### src/rtl/pusch_dr_pkg.sv
// Shared types and sizing for the PUSCH beam-selection datapath.
// The sorter slot struct is used by both the top and each slot cell.
package pusch_dr_pkg;

    localparam int NBEAMS = 64;
    localparam int BEAM   = 16;
    localparam int PWR_W  = 32;
    localparam int IDX_W  = 8;
    // Counter must also hold the saturated value NBEAMS itself.
    localparam int CNT_W  = $clog2(NBEAMS + 1);

    typedef struct packed {
        logic             vld;
        logic [PWR_W-1:0] pwr;
        logic [IDX_W-1:0] idx;
    } sort_slot_t;

endpackage

### src/rtl/beam_sort_cell.sv
// One slot of the insertion-sort chain: holds {vld, pwr, idx} and reports whether
// the incoming sample outranks it.
module beam_sort_cell
    import pusch_dr_pkg::*;
#(
    parameter bit IS_TOP = 1'b0
) (
    input  logic       i_clk,
    input  logic       i_reset_n,
    input  sort_slot_t upper_slot,
    input  sort_slot_t new_slot,
    input  logic       upper_gt,
    input  logic       ins,
    input  logic       clear,
    output sort_slot_t slot,
    output logic       gt
);

    // Strict compare: on equal power the resident (earlier) beam keeps its rank.
    assign gt = !slot.vld || (new_slot.pwr > slot.pwr);

    always_ff @(posedge i_clk or negedge i_reset_n) begin
        if (!i_reset_n) begin
            slot <= '0;
        end else if (clear) begin
            // A flush empties the list; only the top slot may take a sample arriving alongside it.
            slot <= (IS_TOP && ins) ? new_slot : '0;
        end else if (ins && gt) begin
            slot <= upper_gt ? upper_slot : new_slot;
        end
    end

endmodule

### src/rtl/beam_power_sort.sv
// Streaming top-BEAM beam selector: sorts one RBG of beam powers by parallel insertion
// and presents the strongest beam indices with a one-cycle load strobe.
module beam_power_sort
    import pusch_dr_pkg::*;
(
    input  logic                        i_clk,
    input  logic                        i_reset_n,
    input  logic                        i_pwr_valid,
    input  logic [PWR_W-1:0]            i_pwr,
    input  logic                        i_pwr_sop,
    input  logic                        i_pwr_eop,
    output logic [BEAM-1:0][IDX_W-1:0]  o_beam_idx,
    output logic                        o_rbg_load,
    output logic                        o_err,
    output logic                        o_busy
);

    // Input side is valid-only: a sample is consumed on every cycle i_pwr_valid is high,
    // sop/eop are meaningful only with valid, and there is no backpressure.
    logic             accept;
    logic             sat;
    logic             ignored;
    logic             ins;
    logic             flush;
    logic [CNT_W-1:0] cnt;
    logic [CNT_W-1:0] cnt_nxt;
    logic             ovf;
    logic             ovf_nxt;
    logic             eop_d1;
    logic             err_d1;
    sort_slot_t       new_slot;
    sort_slot_t       slots [BEAM];
    logic [BEAM-1:0]  gt;

    assign accept  = i_pwr_valid;
    assign sat     = (cnt == CNT_W'(NBEAMS));
    assign ignored = accept && !i_pwr_sop && sat;
    assign ins     = accept && !ignored;
    // The list empties on a new sop and in the cycle after eop (list is being unloaded).
    assign flush   = (accept && i_pwr_sop) || eop_d1;

    assign new_slot.vld = 1'b1;
    assign new_slot.pwr = i_pwr;
    assign new_slot.idx = i_pwr_sop ? '0 : IDX_W'(cnt);

    always_comb begin
        cnt_nxt = cnt;
        ovf_nxt = ovf;
        if (accept && i_pwr_sop) begin
            cnt_nxt = CNT_W'(1);
            ovf_nxt = 1'b0;
        end else if (accept) begin
            if (!sat) begin
                cnt_nxt = cnt + CNT_W'(1);
            end
            ovf_nxt = ovf || ignored;
        end
    end

    always_ff @(posedge i_clk or negedge i_reset_n) begin
        if (!i_reset_n) begin
            cnt    <= '0;
            ovf    <= 1'b0;
            eop_d1 <= 1'b0;
            err_d1 <= 1'b0;
        end else if (accept && i_pwr_eop) begin
            // Count restarts so an RBG that arrives without sop still indexes from 0.
            cnt    <= '0;
            ovf    <= 1'b0;
            eop_d1 <= 1'b1;
            err_d1 <= (cnt_nxt != CNT_W'(NBEAMS)) || ovf_nxt;
        end else begin
            cnt    <= cnt_nxt;
            ovf    <= ovf_nxt;
            eop_d1 <= 1'b0;
        end
    end

    for (genvar k = 0; k < BEAM; k++) begin : g_cell
        if (k == 0) begin : g_top
            beam_sort_cell #(.IS_TOP(1'b1)) u_cell (
                .i_clk      (i_clk),
                .i_reset_n  (i_reset_n),
                .upper_slot (new_slot),
                .new_slot   (new_slot),
                .upper_gt   (1'b0),
                .ins        (ins),
                .clear      (flush),
                .slot       (slots[k]),
                .gt         (gt[k])
            );
        end else begin : g_rest
            beam_sort_cell #(.IS_TOP(1'b0)) u_cell (
                .i_clk      (i_clk),
                .i_reset_n  (i_reset_n),
                .upper_slot (slots[k-1]),
                .new_slot   (new_slot),
                .upper_gt   (gt[k-1]),
                .ins        (ins),
                .clear      (flush),
                .slot       (slots[k]),
                .gt         (gt[k])
            );
        end
    end

    always_ff @(posedge i_clk or negedge i_reset_n) begin
        if (!i_reset_n) begin
            o_beam_idx <= '0;
            o_rbg_load <= 1'b0;
            o_err      <= 1'b0;
            o_busy     <= 1'b0;
        end else begin
            o_rbg_load <= eop_d1;
            o_err      <= eop_d1 && err_d1;
            if (eop_d1) begin
                for (int k = 0; k < BEAM; k++) begin
                    o_beam_idx[k] <= slots[k].vld ? slots[k].idx : '0;
                end
            end
            if (accept && i_pwr_sop) begin
                o_busy <= 1'b1;
            end else if (eop_d1) begin
                o_busy <= 1'b0;
            end
        end
    end

endmodule

### config.mk
export PLATFORM = sky130hd
export DESIGN_NAME = beam_power_sort
export DESIGN_NICKNAME = d
export VERILOG_FILES = /design/src/rtl/pusch_dr_pkg.sv /design/src/rtl/beam_sort_cell.sv /design/src/rtl/beam_power_sort.sv
export SDC_FILE = /design/constraint.sdc
export NUM_CORES = 2
export LEC_CHECK = 0
export CAP_MARGIN = 20
export CORE_ASPECT_RATIO = 2
export CORE_MARGIN = 8
export CORE_UTILIZATION = 50
export DETAILED_ROUTE_END_ITERATION = 10
export PLACE_DENSITY = 0.67
export SYNTH_ARGS = -nofsm -noshare
export SYNTH_HDL_FRONTEND = slang
export SYNTH_SLANG_ARGS = --single-unit
### constraint.sdc
create_clock -name i_clk -period 6.45 [get_ports i_clk]
set_input_delay 1.29 -clock i_clk [delete_from_list [all_inputs] [get_ports i_clk]]
set_output_delay 1.29 -clock i_clk [all_outputs]
set_load 0.02 [all_outputs]
==> out/metrics.cfg <==
[clock_tree]
clock_path_buffers = 3
clk_pin_slew_ps = 60
cts_inserted_buffers = 76
root_buffer = clkbuf_16
cts-hold-fix-buffers = 0
ctsResizeCount = 0
clk_latency_ps = 690
htree_levels = 3
postCtsSetupBuffers = 0
cts_tree = yes
clock-sinks = 765

[floorplanning]
die_area_sq_um = 105000
rows = 160
start_util_pct = 50.2
die_x_um = 234
ios = 168
core_sq_um = 94500
die-height_um = 451

[worst_setup_path]
reg2reg_depth = 11
crit_type = in2reg
critPathRequiredTime_ps = 7010
r2r-end = g_cell[1].g_rest.u_cell.slot[1]
setup.worst_path.end_class = flop
path_max_fanout = 39
cp_num_buf_inv = 2
path_cells = clkdlybuf4s50_1, ha_1, nand4_1, nor4_1, a21boi_1, or4_1, a2111oi_2, o21ai_4, buf_4, mux2i_1, o2bb2ai_1
rr_startpoint = g_cell[0].g_top.u_cell.slot[22]
crit_family = buffers and inverters
r2r_slack_ps = 2460
cp.arrival_ps = 5860
crit_slowest_cell = clkdlybuf4s50_1
max_stage_delay_ps = 860
start_kind = primary input

[route]
dr_total_vias = 38936
firstDrtPassIters = 9
drc = 0
vias_per_cell = 5.99
wl_um = 140000
ant_nets = 0
wl_per_cell_um = 21.5
drt_iter0_drc = 3003

[hold_path]
hold_path.startpoint = g_cell[1].g_rest.u_cell.slot[10]
holdPathEnd = g_cell[1].g_rest.u_cell.slot[10]
min_path_type = reg2reg
holdPathStages = 1

[timing]
slew_violations = 0
setup_viol = 0
finalCritPeriodShare_pct = 82.3
max_slew_margin_pct = 26.2
hold_ws_ps = 492
setup_ws_ps = 1140
rsz0062_at_grt = no
period_needed_ps = 5310
finalSetupTns_ps = 0
worstMarginPinSlew_ps = 1110
hold_viol = 0
skew_ps = 28.9
fmax_mhz = 188

[finish]
num_antenna_cells = 0
layout_common_cells = 764 x dfrtp_1, 642 x a21oi_1, 639 x inv_1
final_common_cell = dfrtp_1
finalNonFillerCells = 6496
postLayoutCellArea_sq_um = 53200
drive_above_1_share_pct = 5.76
final_nets = 5775
area_delta_synth_final_pct = 12.2

[synth]
synth_edf_count = 0
yosysWarnings = 0
synthDistinctLibCells = 68
synth_area_per_cell_sq_um = 9.14
synth_area_sq_um = 47400
synthFlopType = dfrtp_1
synth-seq-cells = 765
async_flop_share_pct = 100
synth_seq_area_share_pct = 40.4
synth_cells = 5186

[pwr]
max-vdd-ir-drop_mv = 0.263
p_leak_nw = 23.8
p_per_area_nw_per_um2 = 230

[placement]
dpl.hpwl_um = 99100
dp_slack_ps = 454
place_inst = 6361
dpl-instance-area_sq_um = 50600
gp_congestion = 0.916
place.port_buffers = 151

[grt]
grt_pass1_vias = 39678
grt_pass1_wl_um = 223000
grt_start_max_net_pins = 195
antenna_found_initial = 4
grt_overflow = 0
grt_usage_pct = 26.4

[job]
maxCapViolations = 0

[outcome]
run_status = completed

==> sequential cells by signal, summed over array words and instances, names as in the netlist <==
register	cells
o_err	1
eop_d1	1
o_rbg_load	1
err_d1	1
o_beam_idx	112
o_busy	1
g_cell.g_rest.u_cell.slot	600
g_cell.g_top.u_cell.slot	40
ovf	1
cnt	7
==> worst reg2reg max path: stages, from the launching register on <==
cell and delay (ps):
dfrtp_1 390, inv_1 60, ha_1 310, nand4_1 150
nor4_1 810, a21boi_1 290, or4_1 320, a2111oi_2 150
o21ai_4 280, buf_4 660, mux2i_1 370, o2bb2ai_1 90
==> stage by stage <==
stage               utilization (%)  power [mW]
finish                         56.3        12.3
global placement               53.5        7.51
CTS                            56.3        12.3
detailed placement             53.6        7.61
floorplan                         -        6.78
global route                   56.3        12.8
==> routing by layer <==
layer / wire length [um] / vias to the layer above / part of all wire, % / GRT usage (%)
met1: 58900 / 19090 / 42 / 33.6
met3: 6790 / 339 / 4.9 / 3.40
li1: - / 18389 / - / -
met5: 37 / - / 0.026 / 0
met4: 7570 / 6 / 5.4 / 13.6
met2: 66500 / 1112 / 48 / 43.7
==> synthesized netlist by cell type, drive strengths merged (4+ instances only) <==
library cell | n | share of area [%]
nor4 | 22 | 0.30
a2bb2oi | 4 | 0.074
nand2 | 276 | 2.2
a2111oi | 7 | 0.14
or4 | 9 | 0.14
a31oi | 15 | 0.20
nor3 | 15 | 0.16
nand3 | 152 | 1.6
a211o | 6 | 0.11
o31ai | 4 | 0.074
nor2b | 29 | 0.38
o21a | 18 | 0.29
a21oi | 646 | 6.8
xor2 | 4 | 0.074
dfrtp | 765 | 40
clkbuf | 263 | 2.1
o2bb2ai | 198 | 3.7
a21o | 55 | 0.87
o22ai | 5 | 0.079
and2 | 16 | 0.21
a22oi | 44 | 0.71
inv | 639 | 5.1
nor2 | 163 | 1.3
o21ai | 583 | 6.2
and3 | 5 | 0.066
nand2b | 7 | 0.092
a22o | 40 | 0.74
ha | 514 | 14
nand4 | 95 | 1.3
or3 | 8 | 0.11
buf | 91 | 1.1
a221o | 5 | 0.11
o211ai | 15 | 0.24
mux2i | 386 | 8.2
and4 | 23 | 0.43
a211oi | 17 | 0.27
a221oi | 5 | 0.092
o21bai | 5 | 0.079
==> power breakdown <==
group / internal (mW) / total, mW / leakage, nW / switching (mW)
clock: 2.63 / 4.69 / 1.24 / 2.06
sequential: 5.08 / 5.32 / 10.3 / 0.233
combinational: 0.827 / 2.25 / 12.2 / 1.42
==> kinds of logic (layout without fill, tap and decap cells) <==
group           after synthesis  count (layout)  synth area share (%)
compound gates             1690            1690                  21.1
buf+inv                     993            1073                  8.26
simple gates                830             830                  8.40
flops                       765             765                  40.4
fa+ha+maj                   514             514                  13.6
mux                         386             386                  8.15
xor+xnor                      7               7                 0.129
other cells                   1              16               0.00791
==> final cells by class <==
type	count	area, sq um
Multi-Input combinational cell	3443	24700
Clock inverter	33	458
Sequential cell	765	19100
Inverter	639	2400
Tap cell	1215	1520
Fill cell	8345	41300
Timing Repair Buffer	299	2910
Clock buffer	102	2090
==> how the worst max path moves through the flow <==
stage	slack, ps	start	cells past startpoint	endpoint
after global placement	470	i_pwr[14]	11	g_cell[1].g_rest.u_cell.slot[1]
after floorplan	2660	i_pwr[0]	12	g_cell[0].g_top.u_cell.slot[29]
final	1140	i_pwr[14]	11	g_cell[1].g_rest.u_cell.slot[1]
after detailed placement	450	i_pwr[14]	11	g_cell[1].g_rest.u_cell.slot[1]
after CTS	1170	i_pwr[14]	11	g_cell[1].g_rest.u_cell.slot[1]
after global routing	1030	i_pwr[14]	11	g_cell[1].g_rest.u_cell.slot[1]
Note: power is estimated with default switching activity, not from simulation.
